`src/rtl/flopens_pipe.sv`:
```
// Elastic pipeline register: DEPTH stages of WIDTH-bit data with per-stage valid,
// global enable, synchronous set-to-constant and flush, and valid/ready flow control.
module flopens_pipe #(
  parameter int              WIDTH  = 8,
  parameter int              DEPTH  = 2,
  parameter logic [WIDTH-1:0] SETVAL = WIDTH'(1),
  parameter logic [WIDTH-1:0] RSTVAL = '0
) (
  input  logic                       clk,
  input  logic                       reset_n,
  input  logic                       en,
  input  logic                       set,
  input  logic                       flush,
  input  logic                       in_valid,
  input  logic [WIDTH-1:0]           in_data,
  output logic                       in_ready,
  output logic                       out_valid,
  output logic [WIDTH-1:0]           out_data,
  input  logic                       out_ready,
  output logic [$clog2(DEPTH+1)-1:0] count
);

  localparam int CW = $clog2(DEPTH+1);

  logic [DEPTH-1:0] v_q, v_d;
  logic [WIDTH-1:0] d_q [DEPTH];
  logic [WIDTH-1:0] d_d [DEPTH];
  logic [CW-1:0]    count_q, count_d;
  logic [DEPTH:0]   rdy;
  logic             live;
  logic             xfer_in;
  logic             xfer_out;

  // A stage can take new data if it is empty or its occupant moves on, so bubbles collapse.
  always_comb begin : ready_chain
    logic r;
    rdy        = '0;
    r          = out_ready;
    rdy[DEPTH] = out_ready;
    for (int k = DEPTH - 1; k >= 0; k--) begin
      r      = ~v_q[k] | r;
      rdy[k] = r;
    end
  end

  assign live      = reset_n & en & ~set & ~flush;
  assign in_ready  = live & rdy[0];
  assign out_valid = live & v_q[DEPTH-1];
  assign out_data  = d_q[DEPTH-1];
  assign count     = count_q;
  assign xfer_in   = in_valid & in_ready;
  assign xfer_out  = out_valid & out_ready;

  always_comb begin
    v_d     = v_q;
    d_d     = d_q;
    count_d = count_q;
    if (set) begin
      v_d     = '0;
      count_d = '0;
      for (int k = 0; k < DEPTH; k++) d_d[k] = SETVAL;
    end else if (flush) begin
      v_d     = '0;
      count_d = '0;
    end else if (en) begin
      if (rdy[0]) begin
        v_d[0] = in_valid;
        if (in_valid) d_d[0] = in_data;
      end
      for (int k = 1; k < DEPTH; k++) begin
        if (rdy[k]) begin
          v_d[k] = v_q[k-1];
          if (v_q[k-1]) d_d[k] = d_q[k-1];
        end
      end
      count_d = count_q + CW'(xfer_in) - CW'(xfer_out);
    end
  end

  always_ff @(posedge clk or negedge reset_n) begin
    if (!reset_n) begin
      v_q     <= '0;
      count_q <= '0;
      for (int k = 0; k < DEPTH; k++) d_q[k] <= RSTVAL;
    end else begin
      v_q     <= v_d;
      d_q     <= d_d;
      count_q <= count_d;
    end
  end

endmodule

```
`config.mk`:
```
export PLATFORM = sky130hd
export DESIGN_NAME = flopens_pipe
export DESIGN_NICKNAME = d
export VERILOG_FILES = /design/src/rtl/flopens_pipe.sv
export SDC_FILE = /design/constraint.sdc
export NUM_CORES = 1
export LEC_CHECK = 0
export CAP_MARGIN = 10
export CORE_ASPECT_RATIO = 1.1
export CORE_MARGIN = 3
export CORE_UTILIZATION = 50
export CTS_CLUSTER_DIAMETER = 120
export DETAILED_ROUTE_END_ITERATION = 8
export PLACE_DENSITY = 0.83
export RECOVER_POWER = 50
export SLEW_MARGIN = 20
export SYNTH_ARGS = -nofsm -noshare
export SYNTH_HDL_FRONTEND = slang
export SYNTH_SLANG_ARGS = --single-unit
```
`constraint.sdc`:
```
create_clock -name clk -period 3.6 [get_ports clk]
set_input_delay 0.36 -clock clk [delete_from_list [all_inputs] [get_ports clk]]
set_output_delay 0.36 -clock clk [all_outputs]
set_load 0.02 [all_outputs]
```
==> results.md, run 1 <==
- Via Count: roughly 750
- Ant. Diodes: 0
- Critical path type: in -> out
- Worst Skew: roughly 0.00042 ns
- Worst path bufs/invs: 2
- Die Span Y: 53.2 um
- Drt total wl: approximately 2000 um
- Place WS: approximately 0.93 ns
- Cells after synthesis: 98
- Synth Register Bits: 20
- CP Cell Sequence: dlygate4sd3_1 -> or2_0 -> a211oi_1 -> clkdlybuf4s50_1
- Min-delay worst type: in -> async
- Top cell type's share of synthesized area: 49.4%
- Synth area leader: dfrtp_1
- Max Cap Violations: 0
- DR pass1 iterations: 4
- Iteration-0 DRC Markers: 15
- Layout area overhead: 25.6%
- Setup WS post-layout: 0.855 ns
- Die Span X: just under 50 um
- TritonCTS Sinks: 20
- Most frequent cells in the layout: nand2_1, clkdlybuf4s50_1, dfrtp_1, mux2i_1
- CTS resizes: 0
- Layout cell share with drive strength beyond 1: between 6 and 7%
- FP Rows: 16
- Seq/Total Area, Yosys: 49.4%
- Max Root-Sink Buffers: 2
- Synth Cell Area: 1010 um2
- Power after layout: 0.403 mW
- DRC errors left: 0
- Slew HR: 60.1%
- Total setup buffers inserted after CTS: 0
- Fmax: about 360 MHz
- Crit start category: input pin
- Clock slew at reported path FFs: 0.11 ns
- CP delay by family, top: buffers and inverters
- CTS tree: yes
- Root buffer cell: clkbuf_4
- GP Congestion: 0.725
- RR Endpoint: count[1]$_DFFE_PN0P_
- Worst vdd ir: 258 uV
- Worst reg2reg path depth: 9
- Starting Density: 55.0%
- Status: finished clean
- Slew Viols, Final: 0
- Detail Route Antenna Nets: 0
- RSZ-0062 raised after global routing: no
- Critical Path Fanout Max: 7
- Synth unique cells: 27
- TNS Setup: 0 ns
- Core Area: about 1800 um2
- CP Capture Type: output port
- CP required: 3.24 ns
- Fillers: 159
- Arr. time, crit path: 2.38 ns
- Total CTS buffers: 3
- Final period util: 76.2%
- Largest stage delay, worst path: 0.68 ns
- Clock Latency Late Sink: ~0.3 ns
- Slew @ Worst Pin: 0.596 ns
- Initial antenna violation count: 0
- Mean area per synthesized cell: 10.3 um2
- Count of final hold-check violations: 0
- Reg2reg setup slack: between 1.5 and 2 ns
- Commonest non-fill, non-tap cell in the layout: nand2_1
- Hold_ws: between 0.4 and 0.5 ns
- Syn_nets: about 120
- Final #Nets: 136
- Leakage: between 0.5 and 0.6 nW
- Die area: 2600 um2
- PortBufs: 26
- Worst setup startpoint: flush
- Pwr Density: 317 nW/um2
- Placed wire-length estimate: ~1500 um
- Reg2Reg Launch Point: v_q[1]$_DFFE_PN0P_
- Synth top area cells: dfrtp_1, mux2i_1, nand2_1, buf_4, a22o_1
- Final setup fails: 0
- Largest net degree at the start of global routing: 22
- CTS Hold Bufs: 0
- Vias in the first global route: between 700 and 800
- I/O pins: 27
- H-tree Lvls: 1
- Yosys warnings: 0
- First-pass GRT wire length: roughly 3600 um
- Period minus WS final: 2.74 ns
- Gr usage total: 18.6%
- DR vias/cell: 5.15
- Slowest CP cell: clkdlybuf4s50_1
- Total grt overflow: 0
- Post-DR wirelength/cell: 13.7 um
Yosys cell counts:
master and count:
nand2_1 22, dfrtp_1 20, mux2i_1 11, buf_4 8
a22o_1 5, inv_1 4, nor2_1 4, a21oi_1 3
ha_1 2, nor3_1 2, a211oi_1 1, a211oi_4 1
and2_1 1, buf_1 1, buf_6 1, clkbuf_1 1
clkinv_1 1, nor2b_4 1, nor3_2 1, nor4_1 1
o211ai_1 1, o21ai_0 1, o31a_1 1, o31ai_1 1
or2_1 1, or3_1 1, xnor2_1 1
worst register-to-register path: cells and delay by family (launching register included):
kind	cells	cell delay [ns]
xor gates and xnor gates	1	0.14
buffers and inverters	1	0.04
adders and majority gates	2	0.48
and+or+nand+nor	2	0.29
AOI/OAI and AO/OA	3	0.57
DFF	1	0.41
cells by family (layout without fill, tap and decap cells):
kind of cell	after synthesis	count (layout)	share of synthesized area [%]
buffers and inverters	16	36	9.63
and+or+nand+nor	34	34	15.4
adders and majority gates	2	2	2.47
DFF	20	20	49.4
AOI/OAI and AO/OA	14	14	11.4
muxes	11	11	10.9
xor gates and xnor gates	1	1	0.864
layout make-up:
| class | instances | area, um2 | share of cell area (%) |
|---|---|---|---|
| repair buffers | 27 | 268 | 21.0 |
| inverters | 5 | 18.8 | 1.47 |
| flip-flops and latches | 20 | 500 | 39.3 |
| multi-input cells | 62 | 415 | 32.6 |
| well taps | 27 | 33.8 | 2.65 |
| clock buffers | 4 | 36.3 | 2.85 |
sequential cells by signal (all words and copies together) (netlist names):
register,flops
d_q,8
count,2
out_data,8
v_q,2
how the worst max path moves through the flow:
stage / cells after the start / slack, ns / to
floorplan: 10 / 1.18 / count[1]$_DFFE_PN0P_
global placement: 10 / 1.03 / count[1]$_DFFE_PN0P_
detailed placement: 10 / 0.93 / count[1]$_DFFE_PN0P_
CTS: 4 / 1.0 / in_ready
global route: 4 / 0.72 / in_ready
finish: 4 / 0.86 / in_ready
metal layers:
layer	track usage, %	share of wire [%]	up-vias
li1	-	-	366
met3	3.66	5.1	6
met4	9.95	1.6	0
met5	0	0	-
met2	31.7	53	30
met1	22.4	41	345
stage by stage:
| step | instances | cell area, um2 | util, % |
|---|---|---|---|
| detailed placement | 141 | 1240 | 67.1 |
| finish | 145 | 1270 | 69.1 |
| global placement | 141 | 1240 | 67.1 |
| global route | 145 | 1270 | 69.1 |
| CTS | 145 | 1270 | 69.1 |
| floorplan | 98 | 1010 | - |
report_power, final:
part           switching [mW]  leakage, nW  internal [mW]  total (mW)
logic                  0.0232        0.256         0.0213      0.0445
registers             0.00215        0.268          0.228       0.230
clock network          0.0665       0.0210         0.0617       0.128
No activity file was read; power rests on OpenSTA's default activity.
==> run 2, diff against run 1 <==
Settings changed: CORE_UTILIZATION 50 to 42, PLACE_DENSITY 0.83 to 0.75.
Clock period 3.6 ns to 2.3 ns, I/O delays scaled along.
==> results.md, run 2 (synthesis results as in run 1) <==
- Status: finished clean (unchanged)
- Non-Filler Instances: 153 (was 145)
- CTS tree: yes (unchanged)
- Layout area overhead: 29.4% (was 25.6%)
- Fin util: 57.6% (was 69.1%)
- Root buffer cell: clkbuf_4 (unchanged)
- CTS Hold Bufs: 0 (unchanged)
- Slew HR: 32.1% (was 60.1%)
- Final #Nets: 141 (was 136)
- Vias in the first global route: 731 (was 775)
- Clock Latency Late Sink: 0.30 ns (about the same)
- Placement Cell Area: 1280 um2 (was 1240 um2)
- Starting Density: 44.6% (was 55.0%)
- Cell Count Post-Placement: 149 (was 141)
- Post-DR wirelength/cell: 12.4 um (was 13.7 um)
- Min-delay worst type: in -> reg (was in -> async)
- Max Root-Sink Buffers: 2 (unchanged)
- Slew @ Worst Pin: 1.02 ns (was 0.596 ns)
- CTS resizes: 0 (unchanged)
- CP required: 2.07 ns (was 3.24 ns)
- Die area: 3040 um2 (was 2600 um2)
- Final period util: 93.7%
- DR vias/cell: 4.90 (was 5.15)
- CP Capture Type: output port (unchanged)
- Initial antenna violation count: 0 (unchanged)
- Most frequent cells in the layout: clkdlybuf4s50_1, nand2_1, dfrtp_1, mux2i_1, a22o_1 (was nand2_1, clkdlybuf4s50_1, dfrtp_1, mux2i_1)
- Period minus WS final: 2.15 ns
- GP Congestion: 0.872 (was 0.725)
- Worst vdd ir: 334 uV (was 258 uV)
- DRC errors left: 0 (unchanged)
- Commonest non-fill, non-tap cell in the layout: clkdlybuf4s50_1 (was nand2_1)
- RSZ-0062 raised after global routing: no (unchanged)
- Largest net degree at the start of global routing: 21 (was 22)
- Total setup buffers inserted after CTS: 0 (unchanged)
- Die Span Y: 57.5 um (was 53.2 um)
- Leakage: 0.561 nW (was 0.545 nW)
- Die Span X: 52.8 um (was 48.9 um)
- Critical Path Fanout Max: 5 (was 7)
- TritonCTS Sinks: 20 (unchanged)
- Clock slew at reported path FFs: 0.10 ns (was 0.11 ns)
- Core Area: 2270 um2 (was 1840 um2)
- Arr. time, crit path: 1.92 ns (was 2.38 ns)
- Iteration-0 DRC Markers: 15 (unchanged)
- Final setup fails: 0 (unchanged)
- Crit start category: input pin (unchanged)
- Post-Layout Inst Area: 1310 um2 (was 1270 um2)
- Fmax: 464 MHz
- I/O pins: 27 (unchanged)
- Drt total wl: 1900 um (was 1980 um)
- Gr usage total: 14.6% (was 18.6%)
- Critical path type: in -> out (unchanged)
- Max Cap Violations: 0 (unchanged)
- H-tree Lvls: 1 (unchanged)
- Pwr Density: 483 nW/um2 (was 317 nW/um2)
- Placed wire-length estimate: 1510 um (was 1500 um)
- PortBufs: 26 (unchanged)
- Layout cell share with drive strength beyond 1: 9.76% (was 6.78%)
- Worst Skew: 0.00656 ns (was 0.000420 ns)
- Count of final hold-check violations: 0 (unchanged)
- Fillers: 195 (was 159)
- Hold_ws: 0.481 ns (was 0.459 ns)
- TNS Setup: 0 ns (unchanged)
- Detail Route Antenna Nets: 0 (unchanged)
- Via Count: 749 (was 747)
- Slew Viols, Final: 0 (unchanged)
- DR pass1 iterations: 4 (unchanged)
- FP Rows: 18 (was 16)
- Total grt overflow: 0 (unchanged)
- Ant. Diodes: 0 (unchanged)
- First-pass GRT wire length: 3220 um (was 3600 um)
- Total CTS buffers: 3 (unchanged)
run 2: cell types whose count changed in the layout (fill, tap and decap cells not counted):
cell / change
a211oi_1: -1
buf_4: +3
dlygate4sd3_1: -3
clkbuf_1: +2
a211oi_2: +1
clkdlybuf4s50_1: +3
run 2: area by class of cell:
cell class                 count  area, um2  share of cell area, %
sequential                    20        500                   38.2
multi-input combinational     62        420                   32.1
timing repair buffer          32        298                   22.7
tap                           30       37.5                   2.86
clock buffer                   4       36.3                   2.77
inverter                       5       18.8                   1.43
run 2: path summary, 6_finish.rpt:
kind	cells after the start	end	from	slack, ns
setup / recovery	4	out_valid	set	0.15
hold / removal	3	d_q[12]$_DFFE_PN0P_	in_data[4]	0.48
setup reg to reg	9	count[1]$_DFFE_PN0P_	v_q[1]$_DFFE_PN0P_	0.41
hold reg to reg	1	out_data[1]$_DFFE_PN0P_	d_q[9]$_DFFE_PN0P_	0.50
max in group asynchronous	2	d_q[15]$_DFFE_PN0P_	reset_n	0.97
min in group asynchronous	2	out_data[2]$_DFFE_PN0P_	reset_n	0.72
run 2: metal layers:
| metal | vias up | part of all wire [%] | track usage (%) |
|---|---|---|---|
| met2 | 14 | 48 | 21.8 |
| met4 | 0 | 2.3 | 8.76 |
| met1 | 358 | 46 | 19.8 |
| li1 | 373 | - | - |
| met3 | 4 | 3.4 | 2.09 |
| met5 | - | 0 | 0 |
run 2: where the power goes:
part | internal [mW] | switching, mW
sequential | 0.357 | 0.00356
combinational | 0.0378 | 0.0368
clock | 0.0965 | 0.102
total | 0.491 | 0.142
run 2: metrics by stage:
step	power (mW)	worst slack [ns]
5_1_grt	0.661	0.108
2_1_floorplan	0.395	0.0883
4_1_cts	0.646	0.182
3_3_place_gp	0.444	0.118
6_report	0.633	0.146
3_5_place_dp	0.445	0.0273
run 2: worst max-delay path, cell delays in order:
cell	delay (ns)
clkdlybuf4s50_1	0.42
or2_0	0.33
nor3_1	0.27
clkdlybuf4s50_1	0.68
